===== src/rtl/grayscale_if.sv =====
// Pixel-stream handshake bundle between the RGB FIFO, the grayscale converter and the gray FIFO.
// master is the converter side; slave is the FIFO/environment side.
interface grayscale_if;
  logic        rgb_rd_en;
  logic        rgb_empty;
  logic [23:0] rgb_dout;
  logic        gray_wr_en;
  logic        gray_full;
  logic [7:0]  gray_din;
  logic        done;

  modport master (
    output rgb_rd_en,
    input  rgb_empty,
    input  rgb_dout,
    output gray_wr_en,
    input  gray_full,
    output gray_din,
    output done
  );

  modport slave (
    input  rgb_rd_en,
    output rgb_empty,
    output rgb_dout,
    input  gray_wr_en,
    output gray_full,
    input  gray_din,
    input  done
  );
endinterface


===== src/rtl/grayscale.sv =====
// RGB-to-gray converter: two-stage pipeline (sum, then divide by 3) between FWFT RGB FIFO and
// gray FIFO, with full backpressure and a per-frame push counter that pulses done.
module grayscale #(
  parameter int unsigned IMG_WIDTH  = 720,
  parameter int unsigned IMG_HEIGHT = 540
) (
  input  logic         clock,
  input  logic         reset,
  grayscale_if.master  bus
);

  localparam int unsigned FRAME_PIXELS = IMG_WIDTH * IMG_HEIGHT;
  localparam int unsigned CNT_W        = (FRAME_PIXELS > 1) ? $clog2(FRAME_PIXELS) : 1;
  localparam logic [CNT_W-1:0] LAST_PIX = CNT_W'(FRAME_PIXELS - 1);
  // 683/2048 overshoots 1/3 by < 0.125/765 per unit; floor stays exact for sums 0..765.
  localparam logic [19:0] RECIP3 = 20'd683;

  logic [9:0]       sum_a;
  logic             valid_a;
  logic [7:0]       gray_b;
  logic             valid_b;
  logic [CNT_W-1:0] pix_cnt;
  logic             done_q;

  logic       wr_en;
  logic       rd_en;
  logic       b_free;
  logic       a_move;
  logic       a_free;
  logic [9:0] rgb_sum;
  logic [19:0] prod;
  logic [7:0] quot;
  logic       unused_prod;

  always_comb begin
    wr_en   = valid_b && !bus.gray_full;
    b_free  = !valid_b || wr_en;
    a_move  = valid_a && b_free;
    a_free  = !valid_a || a_move;
    // Gated by reset so no pixel is popped and then discarded while held in reset.
    rd_en   = reset && !bus.rgb_empty && a_free;
    rgb_sum = 10'(bus.rgb_dout[23:16]) + 10'(bus.rgb_dout[15:8]) + 10'(bus.rgb_dout[7:0]);
    prod    = 20'(sum_a) * RECIP3;
    quot    = prod[18:11];
  end

  assign unused_prod = ^{prod[19], prod[10:0]};

  always_ff @(posedge clock or negedge reset) begin
    if (!reset) begin
      sum_a   <= '0;
      valid_a <= 1'b0;
      gray_b  <= '0;
      valid_b <= 1'b0;
      pix_cnt <= '0;
      done_q  <= 1'b0;
    end else begin
      if (rd_en) begin
        sum_a   <= rgb_sum;
        valid_a <= 1'b1;
      end else if (a_move) begin
        valid_a <= 1'b0;
      end

      if (a_move) begin
        gray_b  <= quot;
        valid_b <= 1'b1;
      end else if (wr_en) begin
        valid_b <= 1'b0;
      end

      done_q <= 1'b0;
      if (wr_en) begin
        if (pix_cnt == LAST_PIX) begin
          pix_cnt <= '0;
          done_q  <= 1'b1;
        end else begin
          pix_cnt <= pix_cnt + CNT_W'(1);
        end
      end
    end
  end

  assign bus.rgb_rd_en  = rd_en;
  assign bus.gray_wr_en = wr_en;
  assign bus.gray_din   = valid_b ? gray_b : 8'd0;
  assign bus.done       = done_q;

endmodule


===== src/flat_wrapper.sv =====
// flat-port wrapper written by rule: the top's interface ports become plain ports
module grayscale_flat 
#(
  parameter int unsigned IMG_WIDTH  = 720,
  parameter int unsigned IMG_HEIGHT = 540
)
  (clock, reset, bus_rgb_rd_en, bus_rgb_empty, bus_rgb_dout, bus_gray_wr_en, bus_gray_full, bus_gray_din, bus_done);
  grayscale_if bus_i ();
  input  logic clock;
  input  logic reset;
  output wire logic [$bits(bus_i.rgb_rd_en)-1:0] bus_rgb_rd_en;
  input wire logic [$bits(bus_i.rgb_empty)-1:0] bus_rgb_empty;
  input wire logic [$bits(bus_i.rgb_dout)-1:0] bus_rgb_dout;
  output wire logic [$bits(bus_i.gray_wr_en)-1:0] bus_gray_wr_en;
  input wire logic [$bits(bus_i.gray_full)-1:0] bus_gray_full;
  output wire logic [$bits(bus_i.gray_din)-1:0] bus_gray_din;
  output wire logic [$bits(bus_i.done)-1:0] bus_done;
  assign bus_rgb_rd_en = bus_i.rgb_rd_en;
  assign bus_i.rgb_empty = bus_rgb_empty;
  assign bus_i.rgb_dout = bus_rgb_dout;
  assign bus_gray_wr_en = bus_i.gray_wr_en;
  assign bus_i.gray_full = bus_gray_full;
  assign bus_gray_din = bus_i.gray_din;
  assign bus_done = bus_i.done;
  grayscale #(.IMG_WIDTH(IMG_WIDTH), .IMG_HEIGHT(IMG_HEIGHT)) u_core (.clock(clock), .reset(reset), .bus(bus_i));
endmodule

===== config.mk =====
export PLATFORM = sky130hd
export DESIGN_NAME = grayscale_flat
export DESIGN_NICKNAME = d
export VERILOG_FILES = /design/src/rtl/grayscale_if.sv /design/src/rtl/grayscale.sv /design/src/flat_wrapper.sv
export SDC_FILE = /design/constraint.sdc
export NUM_CORES = 1
export LEC_CHECK = 0
export ABC_AREA = 0
export CAP_MARGIN = 15
export CORE_UTILIZATION = 35
export CTS_CLUSTER_DIAMETER = 30
export DETAILED_ROUTE_END_ITERATION = 6
export HOLD_SLACK_MARGIN = 0.08
export PLACE_DENSITY = 0.52
export SLEW_MARGIN = 30
export SYNTH_ARGS = -nofsm -noshare
export SYNTH_HDL_FRONTEND = slang
export SYNTH_SLANG_ARGS = --single-unit

===== constraint.sdc =====
create_clock -name clock -period 5.36 [get_ports clock]
set_input_delay 1.072 -clock clock [delete_from_list [all_inputs] [get_ports clock]]
set_output_delay 1.072 -clock clock [all_outputs]
set_load 0.05 [all_outputs]

Yosys cells after proc, flatten, opt, wreduce, memory -nomap -nowiden
Index checks and enable logic that the tools add are counted.
W data, S select, Z words.
Word-level totals
  memories kept: 0
  ROM bits: 0
  RAM bits: 0
  register bits after elaboration: 40
  bits in latches: 0
  output and inout port bits: 11
  word-level logic and storage cells: 31
  bits of input ports: 28
Operators by class
  magnitude comparators: 0
  divide/modulo/power cells: 0
  mux-type cells: 8
  add/subtract/negate cells: 3
  shifts and indexed selects: 0
  eq/ne operators: 1
  reductions and logical operators: 12
  multipliers: 1
  bitwise gates (word level): 0
Operators by type and width (number)
  $add A19 B1 Y19 const B: 1
  $eq A19 B19 Y1 const B: 1
  $mul A10 B10 Y19 const B: 1
  $mux W19: 1
  $add A10 B8 Y10: 1
  $add A8 B8 Y9: 1
  $mux W8: 1
  $mux W1: 6
  $logic_and A1 B1 Y1: 4
  $logic_not A1 Y1: 4
  $reduce_bool A2 Y1: 2
  $logic_or A1 B1 Y1: 2

Logic depth before layout (Yosys ltp)
Gate-level depths: netlist (run 1).
  word-level depth: 7
  gate-level depth with buffers: 16
  gate-level depth less buffers: 16

Worst setup path before layout (run 1)
No wires, ideal clock.
  kind: flip-flop to flip-flop
  start point: reg u_core.sum_a[5]
  end point: reg u_core.gray_b[2]
  slack: 1.227 ns
  period minus slack after synthesis: 4.133 ns
  arrival time: 4.003 ns
  stages on the path, launching flop included: 17
  library setup time: 0.131 ns
  cell sequence: dfrtp_1 ha_1 ha_1 inv_1 fa_1 inv_1 fa_1 inv_1 fa_1 inv_1 ha_1 and3_1 o211a_1 or3_1 a21oi_1 xor2_1 o21ai_1
Between the ends
  cells in the longest elaborated chain, start to end: 1
Ends and longest elaborated chain
  start: declaration: RTL line grayscale.sv:18  | logic [9:0] sum_a;
  start signal: assignment: RTL line grayscale.sv:59  | sum_a <= rgb_sum;
  $mul A10 B10 Y19: RTL line grayscale.sv:43  | prod = 20'(sum_a) * RECIP3;
  end signal: assignment: RTL line grayscale.sv:66  | gray_b <= quot;
  end: declaration: RTL line grayscale.sv:20  | logic [7:0] gray_b;
Every way passes these cells.
A chain may end at the register's enable or synchronous reset.

Worst setup path in the final report (run 1)
Ends and elaborated chain as after synthesis.

==> results.rst, run 1 <==
.. list-table::
   :header-rows: 1

   * - Metric
     - Value
   * - Status
     - finished, final reports clean
   * - PnR worst setup slack
     - 1.027 ns
   * - Post-layout min period
     - 4.333 ns
   * - Most used flip-flop cell after synthesis
     - sky130_fd_sc_hd__dfrtp_1
   * - CTS sink count
     - 40
   * - Kind of start point of the critical path
     - register
   * - Synthesized cell area
     - 4084 um^2
   * - Dominant combinational cell family by area after synthesis
     - adder cells
   * - Post-CTS clock slew at the launch and capture registers of the worst setup and hold paths
     - 0.06 ns
   * - Antenna fix cells
     - 0
   * - Routability cong.
     - 0.8750
   * - Part of the Yosys area used for sequential elements
     - 24.51%
   * - Post-synthesis simple-gate area fraction
     - 15.63%
   * - Starting density of the core
     - 35.77%
   * - All-Layer GR Usage
     - 14.11%
   * - Height of the die
     - 110.0 um
   * - Number of enable-type register cells in the synthesized netlist
     - 0
   * - Site row count
     - 39
   * - TritonCTS buffer count
     - 5
   * - Share of synthesized cell area in full adder, half adder and majority cells
     - 34.25%
   * - Setup Total Neg Slack
     - 0 ns
   * - Top achievable clock speed
     - 0.2308 GHz
   * - IO Port Bufs
     - 38
   * - Average cell area after synthesis
     - 9.432 um^2
   * - Seq cells post-synth
     - 40
   * - Post-Synth XOR/XNOR Area
     - 7.721%
   * - Internal reg-to-reg setup slack
     - 1.03 ns
   * - Asr flop ratio synth
     - 100.0%
   * - Antenna violations before repair
     - 0
   * - Number of global-route vias before repair
     - 3020
   * - Number of distinct standard cells referenced by the synthesized netlist
     - 49
   * - HPWL after detailed placement
     - 6616 um
   * - Crit path capture type
     - register
   * - Die outline width
     - 110.0 um
   * - Critical path class
     - register to register
   * - Largest driver fanout on the critical path
     - 5
   * - Net count reported at finish
     - 601
   * - Grt ovf
     - 0
   * - Hold buffer count at cts
     - 0
   * - Total count of hold-check failures in the final report
     - 0
   * - Detailed Routing Iterations Pass 1
     - 4
   * - Layout cell share with drive strength beyond 1
     - 4.202%
   * - Synthesized net count
     - 559
   * - Unrepaired setup endpoints after global routing
     - no
   * - Final slew viol count
     - 0
   * - Synth warnings
     - 0
   * - First-pass GRT wire length
     - 13430 um
   * - Num ports
     - 39
   * - Final Setup Violations
     - 0
   * - Violation count after the first detailed-route iteration
     - 107
   * - Antenna Violating Nets Remaining
     - 0
   * - Worst endpoint required time
     - 5.51 ns
   * - Total number of vias
     - 3009
   * - Max-capacitance violation count
     - 0
   * - Total detailed-routing wirelength
     - 7787 um
   * - Root cell of the clock tree
     - sky130_fd_sc_hd__clkbuf_16
   * - Slew headroom
     - 60.03%
   * - Number of buffers on the longest clock path
     - 2
   * - Syn Inst Count
     - 433
   * - Vias per cell
     - 4.861
   * - Post-place instance area
     - 4626 um^2
   * - Final setup skew
     - 0.004394 ns
   * - Worst Hold Class
     - register to register
   * - Pre-CTS WS
     - 1.051 ns
   * - Maximum number of pins on one net before global-route repair
     - 42
   * - CORE AREA
     - 11420 um^2
   * - Layout fillers
     - 1143
   * - Share of the synthesized area in compound gates (AO/OA/AOI/OAI)
     - 12.19%
   * - Gates resized, CTS repair
     - 0
   * - H-Tree Depth
     - 2
   * - Post-DR wirelength/cell
     - 12.58 um
   * - Slew at the pin closest to its max-slew limit
     - 0.5977 ns
   * - Clock tree from TritonCTS
     - yes
   * - Insertion delay of the later-clocked pin in the worst-skew pair
     - 0.28 ns
   * - Critical path arrival
     - 4.49 ns
   * - Fraction of synthesized area in multiplexers
     - 0.2451%
   * - Die Area
     - 12100 um^2
   * - Drt drc
     - 0
   * - Area growth from synthesis to layout
     - 17.19%
   * - Final Instance Area
     - 4786 um^2
   * - Ratio of final minimum period to clock period
     - 80.84%
   * - Total setup buffers inserted after CTS
     - 0
   * - Final design utilization
     - 41.91%
==> metrics by stage <==
| stage | cells | hold WS (ns) |
|---|---|---|
| 6_report | 619 | 0.4708 |
| 2_1_floorplan | 433 | 0.4424 |
| 4_1_cts | 619 | 0.4773 |
| 3_3_place_gp | 611 | 0.4573 |
| 3_5_place_dp | 611 | 0.4634 |
| 5_1_grt | 619 | 0.5273 |
==> layout make-up <==
| cell class | instances | area (um^2) | share of cell area [%] |
|---|---|---|---|
| well taps | 143 | 178.9 | 3.739 |
| clock inverters | 2 | 15.01 | 0.3137 |
| multi-input cells | 336 | 2867 | 59.90 |
| flip-flops and latches | 40 | 1001 | 20.92 |
| clock buffers | 6 | 138.9 | 2.902 |
| repair buffers | 40 | 390.4 | 8.157 |
| inverters | 52 | 195.2 | 4.078 |
==> critical path, stage by stage (launching register included) <==
cell                      delay [ns]
sky130_fd_sc_hd__dfrtp_1        0.44
sky130_fd_sc_hd__ha_1           0.34
sky130_fd_sc_hd__ha_1           0.29
sky130_fd_sc_hd__inv_1          0.05
sky130_fd_sc_hd__fa_1           0.53
sky130_fd_sc_hd__inv_1          0.05
sky130_fd_sc_hd__fa_1           0.49
sky130_fd_sc_hd__inv_1          0.05
sky130_fd_sc_hd__fa_1           0.49
sky130_fd_sc_hd__inv_1          0.04
sky130_fd_sc_hd__ha_1           0.33
sky130_fd_sc_hd__and3_1         0.23
sky130_fd_sc_hd__o211a_1        0.12
sky130_fd_sc_hd__or3_1          0.34
sky130_fd_sc_hd__a21oi_1        0.18
sky130_fd_sc_hd__xor2_1         0.15
sky130_fd_sc_hd__o21ai_1        0.07
==> Yosys cell counts, types with 2 or more instances <==
library cell	number	area (um^2)
sky130_fd_sc_hd__o2111ai_1	3	26.28
sky130_fd_sc_hd__and4_1	2	17.52
sky130_fd_sc_hd__a211oi_1	2	15.01
sky130_fd_sc_hd__inv_1	52	195.2
sky130_fd_sc_hd__o21ai_0	19	95.09
sky130_fd_sc_hd__nand3_1	14	70.07
sky130_fd_sc_hd__nor4_1	2	12.51
sky130_fd_sc_hd__a21oi_1	19	95.09
sky130_fd_sc_hd__o31ai_1	3	22.52
sky130_fd_sc_hd__clkbuf_1	3	11.26
sky130_fd_sc_hd__o21ai_1	4	20.02
sky130_fd_sc_hd__a31oi_1	2	12.51
sky130_fd_sc_hd__nor3_1	4	20.02
sky130_fd_sc_hd__or3_1	4	25.02
sky130_fd_sc_hd__o211a_1	2	20.02
sky130_fd_sc_hd__nand2_1	38	142.6
sky130_fd_sc_hd__ha_1	75	938.4
sky130_fd_sc_hd__xor2_1	11	96.34
sky130_fd_sc_hd__nor2_1	28	105.1
sky130_fd_sc_hd__a211o_1	2	17.52
sky130_fd_sc_hd__and3_1	5	31.28
sky130_fd_sc_hd__o21a_1	3	22.52
sky130_fd_sc_hd__fa_1	23	460.4
sky130_fd_sc_hd__a21bo_2	2	20.02
sky130_fd_sc_hd__xnor2_1	25	219.0
sky130_fd_sc_hd__and2_1	12	75.07
sky130_fd_sc_hd__dfrtp_1	40	1001
sky130_fd_sc_hd__or2_1	2	12.51
sky130_fd_sc_hd__o41ai_1	2	17.52
sky130_fd_sc_hd__nand4_1	4	25.02
sky130_fd_sc_hd__a21o_1	8	60.06
==> cells in the final DEF, fill, tap and decap left out, drive strengths merged, types with 2 or more instances in the layout <==
cell,count
a211o,2
a211oi,2
a21bo,2
a21o,8
a21oi,19
a31oi,2
and2,12
and3,5
and4,2
buf,3
clkbuf,6
clkdlybuf4s50,37
clkinvlp,2
dfrtp,40
fa,23
ha,75
inv,52
nand2,39
nand3,16
nand4,4
nor2,28
nor3,5
nor4,3
o2111ai,3
o211a,2
o21a,3
o21ai,23
o31ai,3
o41ai,2
or2,2
or3,4
xnor2,25
xor2,11
==> cell families (layout without fill, tap and decap cells) <==
family	count (synthesis)	in the layout
buffers and inverters	57	100
XOR/XNOR	36	36
adder cells (fa/ha/maj)	98	98
flip-flops	40	40
AO/OA/AOI/OAI	77	77
AND/OR/NAND/NOR	124	124
multiplexers	1	1
==> sequential cells by signal, indices dropped and copies added (netlist names) <==
register,flops
u_core.bus.done,1
u_core.pix_cnt,19
u_core.gray_b,8
u_core.sum_a,10
u_core.valid_a,1
u_core.valid_b,1
==> worst paths after layout <==
kind | start | cells after the start | end
worst max-delay path | u_core.sum_a[5] | 16 | u_core.gray_b[2]
worst max register to register | u_core.sum_a[5] | 16 | u_core.gray_b[2]
min in group asynchronous | reset | 2 | u_core.gray_b[4]
max in group asynchronous | reset | 2 | u_core.sum_a[2]
worst min register to register | u_core.gray_b[1] | 2 | u_core.gray_b[1]
worst min-delay path | u_core.gray_b[1] | 2 | u_core.gray_b[1]
==> per-layer routing <==
| metal | routed length, um | vias up | GRT usage, % |
|---|---|---|---|
| li1 | - | 1588 | - |
| met1 | 3795 | 1363 | 18.21 |
| met2 | 3724 | 50 | 25.18 |
| met3 | 195 | 8 | 1.940 |
| met4 | 72 | 0 | 2.571 |
| met5 | 0 | - | 0 |
Power of run 1 is left out: the tool's default activity adds up to more than one toggle a clock period on the data nets, which glitch-free logic cannot reach.
==> inputs of run 2 (changes only) <==
- PLACE_DENSITY: 0.52 -> 0.54
- clock period: 5.36 -> 3.83 ns (I/O delays scaled with it)
==> run 2 against run 1 <==
Net effect: the flow now finishes with violations (setup timing); highest routed layer unchanged; critical path type unchanged; wire length up 14%; register-to-register slack worse by 1.1 ns; via count up 6.2%.
==> results.rst, run 2 (synthesis gave the netlist of run 1 again) <==
.. list-table::
   :header-rows: 1

   * - Metric
     - Value
   * - Antenna Violating Nets Remaining
     - 0
   * - Total count of hold-check failures in the final report
     - 0
   * - Antenna fix cells
     - 0
   * - Layout cell share with drive strength beyond 1
     - 19.37%
   * - PnR worst setup slack
     - -0.1221 ns
   * - Starting density of the core
     - 35.77%
   * - Final slew viol count
     - 0
   * - Net count reported at finish
     - 636
   * - Insertion delay of the later-clocked pin in the worst-skew pair
     - 0.28 ns
   * - Post-DR wirelength/cell
     - 13.54 um
   * - First-pass GRT wire length
     - 14660 um
   * - Area growth from synthesis to layout
     - 31.53%
   * - Unrepaired setup endpoints after global routing
     - yes
   * - Ratio of final minimum period to clock period
     - 103.2%
   * - Largest regs
     - u_core.pix_cnt x19, u_core.sum_a x10, u_core.gray_b x8
   * - Critical path arrival
     - 4.13 ns
   * - Critical path class
     - register to register
   * - Final Setup Violations
     - 6
   * - Pre-CTS WS
     - -0.2582 ns
   * - TritonCTS buffer count
     - 5
   * - Commonest non-fill, non-tap cell in the layout
     - sky130_fd_sc_hd__ha_1
   * - HPWL after detailed placement
     - 7260 um
   * - Number of cells in the design after placement
     - 643
   * - Leading cell types in the layout, fill and taps excluded
     - 55 x sky130_fd_sc_hd__ha_1, 48 x sky130_fd_sc_hd__inv_1, 38 x sky130_fd_sc_hd__nand2_1
   * - Slew headroom
     - 63.20%
   * - Max-capacitance violation count
     - 0
   * - Largest driver fanout on the critical path
     - 5
   * - Violation count after the first detailed-route iteration
     - 128
   * - IO Port Bufs
     - 38
   * - Num ports
     - 39
   * - Crit path buffers/inverters
     - 2
   * - Setup Total Neg Slack
     - -0.4378 ns
   * - Top register by number of flip-flops
     - u_core.pix_cnt
   * - Detailed Routing Iterations Pass 1
     - 4
   * - Slew at the pin closest to its max-slew limit
     - 0.5449 ns
   * - Delay of the slowest cell on the worst path
     - 0.54 ns
   * - CTS sink count
     - 40
   * - Crit path max-delay family
     - adder cells
   * - Maximum number of pins on one net before global-route repair
     - 42
   * - Total detailed-routing wirelength
     - 8854 um
   * - Die Area
     - 12100 um^2
   * - Die outline width
     - 110.0 um
   * - Worst endpoint required time
     - 4.01 ns
   * - H-Tree Depth
     - 2
   * - Final design utilization
     - 47.04%
   * - Number of global-route vias before repair
     - 3139
   * - Violations in the final reports
     - setup timing
   * - Max FFs per register
     - 19
   * - Drt drc
     - 0
   * - Post-CTS clock slew at the launch and capture registers of the worst setup and hold paths
     - 0.06 ns
   * - Crit path capture type
     - register
   * - Routability cong.
     - 0.8620
   * - Grt ovf
     - 0
   * - Total number of vias
     - 3197
   * - Root cell of the clock tree
     - sky130_fd_sc_hd__clkbuf_16
   * - Cell Chain, Critical Path
     - ha_4 > inv_2 > fa_1 > fa_1 > inv_1 > fa_1 > ha_4 > ha_4 > and4_4 > nand3_2 > o21ai_4 > or2_4 > a41oi_2 > o221a_2
   * - CORE AREA
     - 11420 um^2
   * - Number of buffers on the longest clock path
     - 2
   * - Status
     - finished, violations left
   * - Final setup skew
     - 0.004074 ns
   * - Critical path's slowest cell
     - sky130_fd_sc_hd__fa_1
   * - Top achievable clock speed
     - 0.2530 GHz
   * - Height of the die
     - 110.0 um
   * - Clock tree from TritonCTS
     - yes
   * - Antenna violations before repair
     - 0
   * - Vias per cell
     - 4.888
   * - Worst Hold Class
     - register to register
   * - Post-layout min period
     - 3.952 ns
   * - Kind of start point of the critical path
     - register
   * - Site row count
     - 39
   * - All-Layer GR Usage
     - 15.67%
   * - Non-Filler Instances
     - 654
   * - Hold buffer count at cts
     - 0
-- run 2: what timing repair did --
action                                  in CTS  in global routing
pin swaps                                   14                 10
resized for setup                           22                 11
buffers inserted                             0                  3
endpoints found under the setup margin       8                  8
-- run 2: final cells by class --
| cell class | count | area (um^2) |
|---|---|---|
| fillers | 1106 | 6047 |
| clock inverters | 2 | 15.01 |
| clock buffers | 6 | 138.9 |
| repair buffers | 75 | 663.1 |
| multi-input cells | 336 | 3173 |
| flip-flops and latches | 40 | 1007 |
| inverters | 52 | 195.2 |
| well taps | 143 | 178.9 |
-- run 2: path summary, 6_finish.rpt --
path                                   from  slack, ns  depth (start not counted)          endpoint
setup reg to reg            u_core.sum_a[3]      -0.12                         14  u_core.gray_b[7]
max in group asynchronous             reset       2.83                          2   u_core.sum_a[3]
min in group asynchronous             reset       0.58                          2  u_core.gray_b[4]
hold / removal             u_core.gray_b[0]       0.48                          2  u_core.gray_b[0]
hold reg to reg            u_core.gray_b[0]       0.48                          2  u_core.gray_b[0]
setup / recovery            u_core.sum_a[3]      -0.12                         14  u_core.gray_b[7]
-- run 2: layer usage --
layer  GRT usage, %  vias to the layer above  part of all wire [%]
met5              0                        -                     0
met4          3.905                        0                  0.99
met1          19.29                     1489                    46
li1               -                     1648                     -
met3          2.234                        6                   3.2
met2          28.53                       54                    50
-- run 2: metrics by stage --
stage                     hold WS [ns]  area, um^2
final                           0.4786        5371
after global routing            0.5153        5371
after CTS                       0.4817        5281
after detailed placement        0.4674        5004
after global placement          0.4569        5004
after floorplan                 0.4424        4212
-- run 2: tightest hold or removal path, stage by stage (launching register included) --
cell                      delay, ns
sky130_fd_sc_hd__dfrtp_1       0.33
sky130_fd_sc_hd__nand2_1       0.05
sky130_fd_sc_hd__o21ai_0       0.06
Power of run 2 is left out for the same reason.
